===== config.mk =====
export PLATFORM = sky130hd
export DESIGN_NAME = ov2640_init_seq
export DESIGN_NICKNAME = d
export VERILOG_FILES = /design/src/rtl/ov2640_init_seq.sv
export SDC_FILE = /design/constraint.sdc
export NUM_CORES = 1
export LEC_CHECK = 0
export BUFFER_PORTS_ARGS = -buffer_cell sky130_fd_sc_hd__buf_2
export CORE_UTILIZATION = 48
export CTS_CLUSTER_SIZE = 10
export DETAILED_ROUTE_END_ITERATION = 10
export GPL_ROUTABILITY_DRIVEN = 0
export PLACE_DENSITY = 0.75
export SYNTH_ARGS = -nofsm -noshare
export SYNTH_HDL_FRONTEND = slang
export SYNTH_SLANG_ARGS = --single-unit

===== constraint.sdc =====
create_clock -name clk -period 3.3 [get_ports clk]
set_clock_uncertainty 0.05 [all_clocks]
set_input_delay 0.33 -clock clk [delete_from_list [all_inputs] [get_ports clk]]
set_output_delay 0.33 -clock clk [all_outputs]
set_load 0.02 [all_outputs]

===== src/rtl/ov2640_init_seq.sv =====
// OV2640 init sequencer: walks the register table and issues one SCCB write per entry.
// Adds the power-up and soft-reset settle delays, NACK retries and the completion flag.
module ov2640_init_seq #(
   parameter int unsigned TABLE_LEN    = 186,
   parameter int unsigned ADDR_WIDTH   = 8,
   parameter logic [7:0]  DEVICE_ID    = 8'h60,
   parameter logic [23:0] PWRUP_CYCLES = 24'd1_000_000,
   parameter logic [23:0] SRST_CYCLES  = 24'd100_000,
   parameter int unsigned MAX_RETRY    = 3
) (
   input  logic                  clk,
   input  logic                  rst_n,
   input  logic                  go,
   output logic [ADDR_WIDTH-1:0] rom_addr,
   input  logic [15:0]           rom_q,
   output logic                  sccb_req,
   output logic [7:0]            sccb_dev_id,
   output logic [7:0]            sccb_reg_addr,
   output logic [7:0]            sccb_wr_data,
   input  logic                  sccb_done,
   input  logic                  sccb_nack,
   output logic                  init_busy,
   output logic                  init_done,
   output logic [7:0]            err_cnt
);

   localparam int unsigned RW = (MAX_RETRY > 0) ? $clog2(MAX_RETRY + 1) : 1;
   localparam logic [RW-1:0] RETRY_MAX = RW'(MAX_RETRY);
   localparam logic [ADDR_WIDTH-1:0] LAST_IDX =
      (TABLE_LEN == 0) ? '0 : ADDR_WIDTH'(TABLE_LEN - 1);
   localparam logic [15:0] SRST_ENTRY = 16'h1280;

   typedef enum logic [3:0] {
      S_IDLE,
      S_PWR_WAIT,
      S_FETCH,
      S_LATCH,
      S_REQ,
      S_WAIT,
      S_SRST_WAIT,
      S_NEXT,
      S_DONE
   } state_t;

   state_t                state, state_next;
   logic [23:0]           cnt;
   logic [ADDR_WIDTH-1:0] index;
   logic [RW-1:0]         retry;
   logic                  is_srst;

   assign is_srst = ({sccb_reg_addr, sccb_wr_data} == SRST_ENTRY);

   // NOTE: every branch starts from the defaults assigned first, so no path
   // leaves state_next unassigned and no latch is inferred.
   always_comb begin
      state_next = state;
      case (state)
         S_IDLE:      if (go) state_next = S_PWR_WAIT;
         S_PWR_WAIT:  if (cnt == PWRUP_CYCLES - 24'd1)
                         state_next = (TABLE_LEN == 0) ? S_IDLE : S_FETCH;
         S_FETCH:     state_next = S_LATCH;
         S_LATCH:     state_next = S_REQ;
         S_REQ:       state_next = S_WAIT;
         S_WAIT: begin
            if (sccb_done) begin
               if (!sccb_nack)              state_next = is_srst ? S_SRST_WAIT : S_NEXT;
               else if (retry < RETRY_MAX)  state_next = S_REQ;
               else                         state_next = S_NEXT;
            end
         end
         S_SRST_WAIT: if (cnt == SRST_CYCLES - 24'd1) state_next = S_NEXT;
         S_NEXT:      state_next = (index == LAST_IDX) ? S_DONE : S_FETCH;
         S_DONE:      if (go) state_next = S_PWR_WAIT;
         default:     state_next = S_PWR_WAIT;
      endcase
   end

   // NOTE: all state updates use non-blocking assignments so every register
   // samples the pre-edge values regardless of statement order.
   always_ff @(posedge clk or negedge rst_n) begin
      if (!rst_n) begin
         state         <= S_PWR_WAIT;
         cnt           <= '0;
         index         <= '0;
         retry         <= '0;
         err_cnt       <= '0;
         sccb_reg_addr <= '0;
         sccb_wr_data  <= '0;
      end else begin
         state <= state_next;
         // The delay counter restarts on every state change.
         cnt   <= (state_next != state) ? '0 : cnt + 24'd1;
         case (state)
            S_PWR_WAIT: begin
               index   <= '0;
               retry   <= '0;
               err_cnt <= '0;
            end
            S_LATCH: {sccb_reg_addr, sccb_wr_data} <= rom_q;
            S_WAIT: begin
               if (sccb_done && sccb_nack) begin
                  if (retry < RETRY_MAX)     retry   <= retry + 1'b1;
                  else if (err_cnt != 8'hFF) err_cnt <= err_cnt + 8'd1;
               end
            end
            S_NEXT: begin
               retry <= '0;
               if (index != LAST_IDX) index <= index + 1'b1;
            end
            S_DONE: if (go) err_cnt <= '0;
            default: ;
         endcase
      end
   end

   assign rom_addr    = index;
   assign sccb_req    = (state == S_REQ);
   assign sccb_dev_id = DEVICE_ID;
   assign init_done   = (state == S_DONE);
   assign init_busy   = (state != S_IDLE) && (state != S_DONE);

endmodule


After elaboration in Yosys (flattened, before gate mapping)
Index checks and enable logic that the tools add are counted.
{"block": "op_classes", "add_sub_neg": 4, "n_lt_le_gt_ge": 1, "n_eq_ne": 22, "n_mux": 20, "reduce_logical": 12}
{"cell": "$mux W8", "n": 5}
{"cell": "$pmux W4 S8", "n": 1}
{"cell": "$add A24 B1 Y24 const B", "n": 1}
{"cell": "$eq A24 B17 Y1 const B", "n": 1}
{"cell": "$eq A24 B20 Y1 const B", "n": 1}
{"cell": "$mux W24", "n": 1}
{"cell": "$pmux W8 S3", "n": 1}
{"cell": "$mux W4", "n": 5}
{"cell": "$add A8 B1 Y8 const B", "n": 2}
{"cell": "$eq A16 B13 Y1 const B", "n": 1}
{"cell": "$eq A4 B3 Y1 const B", "n": 4}
{"cell": "$ne A8 B8 Y1 const B", "n": 2}
{"cell": "$pmux W8 S2", "n": 1}
{"cell": "$ne A2 B2 Y1 const B", "n": 6}
{"cell": "$eq A4 B2 Y1 const B", "n": 2}
{"cell": "$eq A8 B8 Y1 const B", "n": 1}
{"cell": "$mux W2", "n": 4}
{"cell": "$reduce_and A5 Y1", "n": 1}
{"cell": "$eq A4 B1 Y1 const B", "n": 1}
{"cell": "$eq A4 B4 Y1 const B", "n": 1}
{"cell": "$logic_not A4 Y1", "n": 1}
{"cell": "$ne A4 B4 Y1", "n": 1}
{"cell": "$ne A4 B4 Y1 const B", "n": 1}
{"cell": "$pmux W2 S2", "n": 1}
{"cell": "10 further kinds", "n": 13}
{"block": "word_totals", "regBits": 62, "input_bits": 21, "output_inout_bits": 43, "wordCells": 66}

Depth between registers and ports, before layout
{"block": "depth", "depth_word": 7, "depth_mapped": 8}

Worst setup path after synthesis
No wires, ideal clock.
{"block": "synth_path", "path_kind": "reg2reg", "startpoint": "register state[0]", "endpoint": "register sccb_reg_addr[0]", "setup_time_ns": 0.125, "t_arrival_ns": 2.130, "t_required_ns": 3.125, "slack_ns": 0.995, "stages_incl_launch_ff": 6, "cell_sequence": "dfstp_2 > clkbuf_1 > nand2_1 > nor3_1 > buf_2 > mux2_2"}
{"block": "synth_via", "elab_chain_len": 1}
{"item": "start, declared", "line": "45", "rtl": "state_t state, state_next;"}
{"item": "start signal, assigned", "line": "90", "rtl": "state <= state_next;"}
{"item": "$eq A4 B2 Y1", "line": "93", "rtl": "case (state)"}
{"item": "end signal, assigned", "line": "99", "rtl": "S_LATCH: {sccb_reg_addr, sccb_wr_data} <= rom_q;"}
{"item": "end, declared", "line": "18", "rtl": "output logic [7:0] sccb_reg_addr,"}
No other way between the ends.
A chain may end at the register's enable or synchronous reset.

Final worst setup path
{"block": "layout_path", "startpoint": "register state[3]", "endpoint": "register cnt[19]"}
{"block": "layout_via", "elab_chain_len": 5}
{"item": "$eq A4 B4 Y1 / $logic_not A4 Y1 (equally long branches)", "line": "57", "rtl": "case (state)"}
{"item": "$reduce_or A2 Y1 (no line)"}
{"item": "$pmux W4 S8", "line": "57"}
{"item": "$ne A4 B4 Y1 (*)", "line": "92", "rtl": "cnt <= (state_next != state) ? '0 : cnt + 24'd1;"}
{"item": "$mux W24 (*)", "line": "92"}
{"item": "end signal, assigned", "line": "92"}
{"item": "end, declared", "line": "46", "rtl": "logic [23:0] cnt;"}
Every way passes the cells marked *; elsewhere a longest branch is shown, timed or not.

==> parameters.txt <==
Parameter                              Value

Outcome
  Status ... finished with violations
  Failing checks ... DRC

Global routing
  Largest net degree at the start of global routing ... 31
  Overall fraction of global-route tracks in use ... 18.67%
  Vias in the first global route ... 2291
  Antenna violations before repair ... 0
  Wire length of the first global-routing pass ... 10390 um
  Total overflow reported by the global router ... 0

Synthesis
  Average size of a mapped cell ... 9.879 um^2
  Share of flip-flops with an asynchronous set or reset ... 100.0%
  Area share of the largest cell type after synthesis ... 47.40%
  Warnings, synthesis ... 0
  Cell area after synthesis ... 3221 um^2
  Primary FF master, synth ... sky130_fd_sc_hd__dfrtp_1
  EDFF count, synth ... 0
  Post-synthesis cell type count ... 51
  Cell taking the most area after synthesis ... sky130_fd_sc_hd__dfrtp_1
  Top post-synthesis cells by area ... sky130_fd_sc_hd__dfrtp_1, sky130_fd_sc_hd__nor2_1, sky130_fd_sc_hd__mux2_2
  Synthesized instance count ... 326
  Part of the Yosys area used for sequential elements ... 48.21%
  Flop and latch count out of synthesis ... 62

Routing
  Total iterations of the first detailed-routing run ... 7
  Detailed router's first-iteration violation count ... 111
  Post-route DRC ... 12
  Wire length on met3 ... 279 um
  Remaining antenna violation count ... 0
  Routed wirelength normalized by instance count ... 13.47 um
  Routed WL ... 6304 um
  Via density per instance ... 5.316
  Vias after detailed routing ... 2488
  Routed wl met2 ... 2927 um
  Highest routed metal layer ... met4
  Sum of routed wire segments on met1 ... 3031 um

Timing
  Worst Tran Pin Value ... 763.9 ps
  Number of endpoints failing setup at the final stage ... 0
  Max-slew violation count ... 0
  Number of endpoints with negative hold slack in the final report ... 0
  Final worst setup slack ... 724.1 ps
  TNS Setup ... 0 ps
  Max_slew headroom ... 48.68%
  Unrepaired setup endpoints after global routing ... no
  Portion of the clock cycle consumed by the worst path in the final layout ... 78.06%
  Fin crit period ... 2576 ps
  Timing-limited maximum frequency ... 388.2 MHz

Clock tree
  Worst-path clk slew ... 70 ps
  Number of buffers inserted during clock tree synthesis ... 9
  Number of clock sinks ... 62
  Maximum count of clock buffers along a single path ... 2
  Root buffer selected by CTS ... sky130_fd_sc_hd__clkbuf_8
  CTS tree ... yes
  Number of gates resized after CTS ... 0
  Insertion delay to the later sink of the worst-skew pair ... 340 ps
  CTS H-tree depth ... 3

Pwr
  Static Leakage ... 1.808 nW
  Worst VDD drop ... 0.0003255 V
  Pwr Density ... 372.1 nW/um^2

Cells and area
  Final Util ... 58.04%
  Post-route cell area ... 3727 um^2
  Layout overhead on the synthesized area ... 15.73%
  Layout net count ... 412
  Filler-free cell count of the finished design ... 468
  Diode insertion count for antenna repair ... 0
  Share of cells above drive strength 1 ... 26.60%

Placed design
  Placement Cell Area ... 3543 um^2
  Placement-stage worst setup slack ... 756.8 ps
  Detailed placer's ending HPWL ... 4489 um
  Port Buffers ... 55
  Placed cell count ... 451

Setup path
  CP Data Required Time ... 3510 ps
  Kind of critical path ... flop to flop
  Startpoint class of the critical path ... flop
  Data arrival time of the worst path ... 2790 ps
  Kind of capture point of the worst setup path ... flop
  Worst-path fanout max ... 24

Floorplan
  Die Wd ... 83.91 um
  Y dimension of the die ... 83.91 um
  Placement Rows ... 29
  Core region area ... 6422 um^2
  Initial Util ... 50.15%
  Area of the die ... 7041 um^2
  Io pins ... 64

Min path
  Classification of the worst-slack hold path ... input port to flop

Flow run
  Max-Cap Viols ... 0
-- flip-flops by register name, summed over array words and instances (netlist names) --
signal and flops:
state 4, rom_addr 8, sccb_reg_addr 8, retry 2, sccb_wr_data 8, err_cnt 8, cnt 24
-- power by group --
part / switching, mW / internal [mW] / leakage, nW / total (mW)
clock: 0.314 / 0.273 / 0.0816 / 0.586
combinational: 0.0293 / 0.0117 / 0.873 / 0.0410
sequential: 0 / 0.759 / 0.853 / 0.759
total: 0.343 / 1.04 / 1.81 / 1.39
-- worst paths after layout --
kind / startpoint / endpoint / slack, ps / cells after the start
min: rom_q[6] / sccb_wr_data[6]$_DFFE_PN0P_ / 170 / 2
max reg2reg: state[3]$_DFF_PN0_ / cnt[19]$_DFF_PN0_ / 720 / 6
max: state[3]$_DFF_PN0_ / cnt[19]$_DFF_PN0_ / 720 / 6
min reg2reg: cnt[0]$_DFF_PN0_ / cnt[0]$_DFF_PN0_ / 440 / 1
min in group asynchronous: rst_n / cnt[20]$_DFF_PN0_ / 350 / 2
max in group asynchronous: rst_n / state[0]$_DFF_PN1_ / 2150 / 3
-- worst max-delay path: stages (launching register included) --
cell and delay (ps):
sky130_fd_sc_hd__dfrtp_1 530, sky130_fd_sc_hd__nand2b_4 230, sky130_fd_sc_hd__or3_1 360, sky130_fd_sc_hd__or4_4 530
sky130_fd_sc_hd__and3_4 200, sky130_fd_sc_hd__a211o_4 440, sky130_fd_sc_hd__nor2_1 150
-- cell type report --
type	count	area, um^2
Clock buffer	9	123.9
Timing Repair Buffer	61	322.8
Multi-Input combinational cell	242	1544
Sequential cell	62	1553
Clock inverter	7	50.05
Inverter	10	37.54
Tap cell	77	96.34
Fill cell	545	2695
-- layer usage --
layer / global-route usage (%) / vias up
li1: - / 1240
met1: 24.63 / 1178
met2: 29.58 / 64
met3: 4.748 / 6
met4: 7.210 / 0
met5: 0 / -
-- cells by family after synthesis --
| family | count (synthesis) | synth area share, % |
|---|---|---|
| XOR/XNOR | 32 | 8.702 |
| flip-flops | 62 | 48.21 |
| adder cells (fa/ha/maj) | 5 | 1.943 |
| AO/OA/AOI/OAI | 29 | 6.177 |
| multiplexers | 18 | 6.255 |
| AND/OR/NAND/NOR | 150 | 23.78 |
| buffers and inverters | 28 | 4.701 |
| other | 2 | 0.2332 |
-- placed cells by master, fill, tap and decap left out, drive strengths merged, types with 4 or more instances in the layout --
cell / Yosys / routed
and4: 4 / 4
clkbuf: 6 / 9
inv: 10 / 11
nand3: 20 / 20
nand4: 11 / 11
conb: 2 / 8
xnor2: 16 / 16
dfrtp: 61 / 61
and3: 4 / 4
nor3: 11 / 11
nor2: 53 / 53
o21ai: 9 / 9
buf: 12 / 60
nand2: 24 / 24
ha: 5 / 5
a21oi: 5 / 5
xor2: 16 / 16
mux2: 17 / 17
-- synthesized netlist by cell type, types with 4 or more instances --
cell,count
sky130_fd_sc_hd__nand3_1,20
sky130_fd_sc_hd__o21ai_0,8
sky130_fd_sc_hd__and4_1,4
sky130_fd_sc_hd__dfrtp_1,61
sky130_fd_sc_hd__clkbuf_1,6
sky130_fd_sc_hd__nor2_1,51
sky130_fd_sc_hd__xor2_1,16
sky130_fd_sc_hd__xnor2_1,16
sky130_fd_sc_hd__ha_1,5
sky130_fd_sc_hd__inv_1,10
sky130_fd_sc_hd__nor3_1,11
sky130_fd_sc_hd__buf_4,8
sky130_fd_sc_hd__mux2_2,17
sky130_fd_sc_hd__nand2_1,24
sky130_fd_sc_hd__a21oi_1,5
sky130_fd_sc_hd__nand4_1,11
-- repair_timing --
action,4_1_cts,5_1_grt
buffers inserted,0,0
hold buffers,1,0
endpoints found under the hold margin,11,0
-- metrics by stage --
stage	hold slack [ps]	total power, mW
finish	168.6	1.387
global route	156.8	1.439
CTS	156.7	1.401
detailed placement	184.6	0.8152
global placement	182.2	0.8143
floorplan	-15.59	0.7918
No activity file was read; power rests on OpenSTA's default activity.
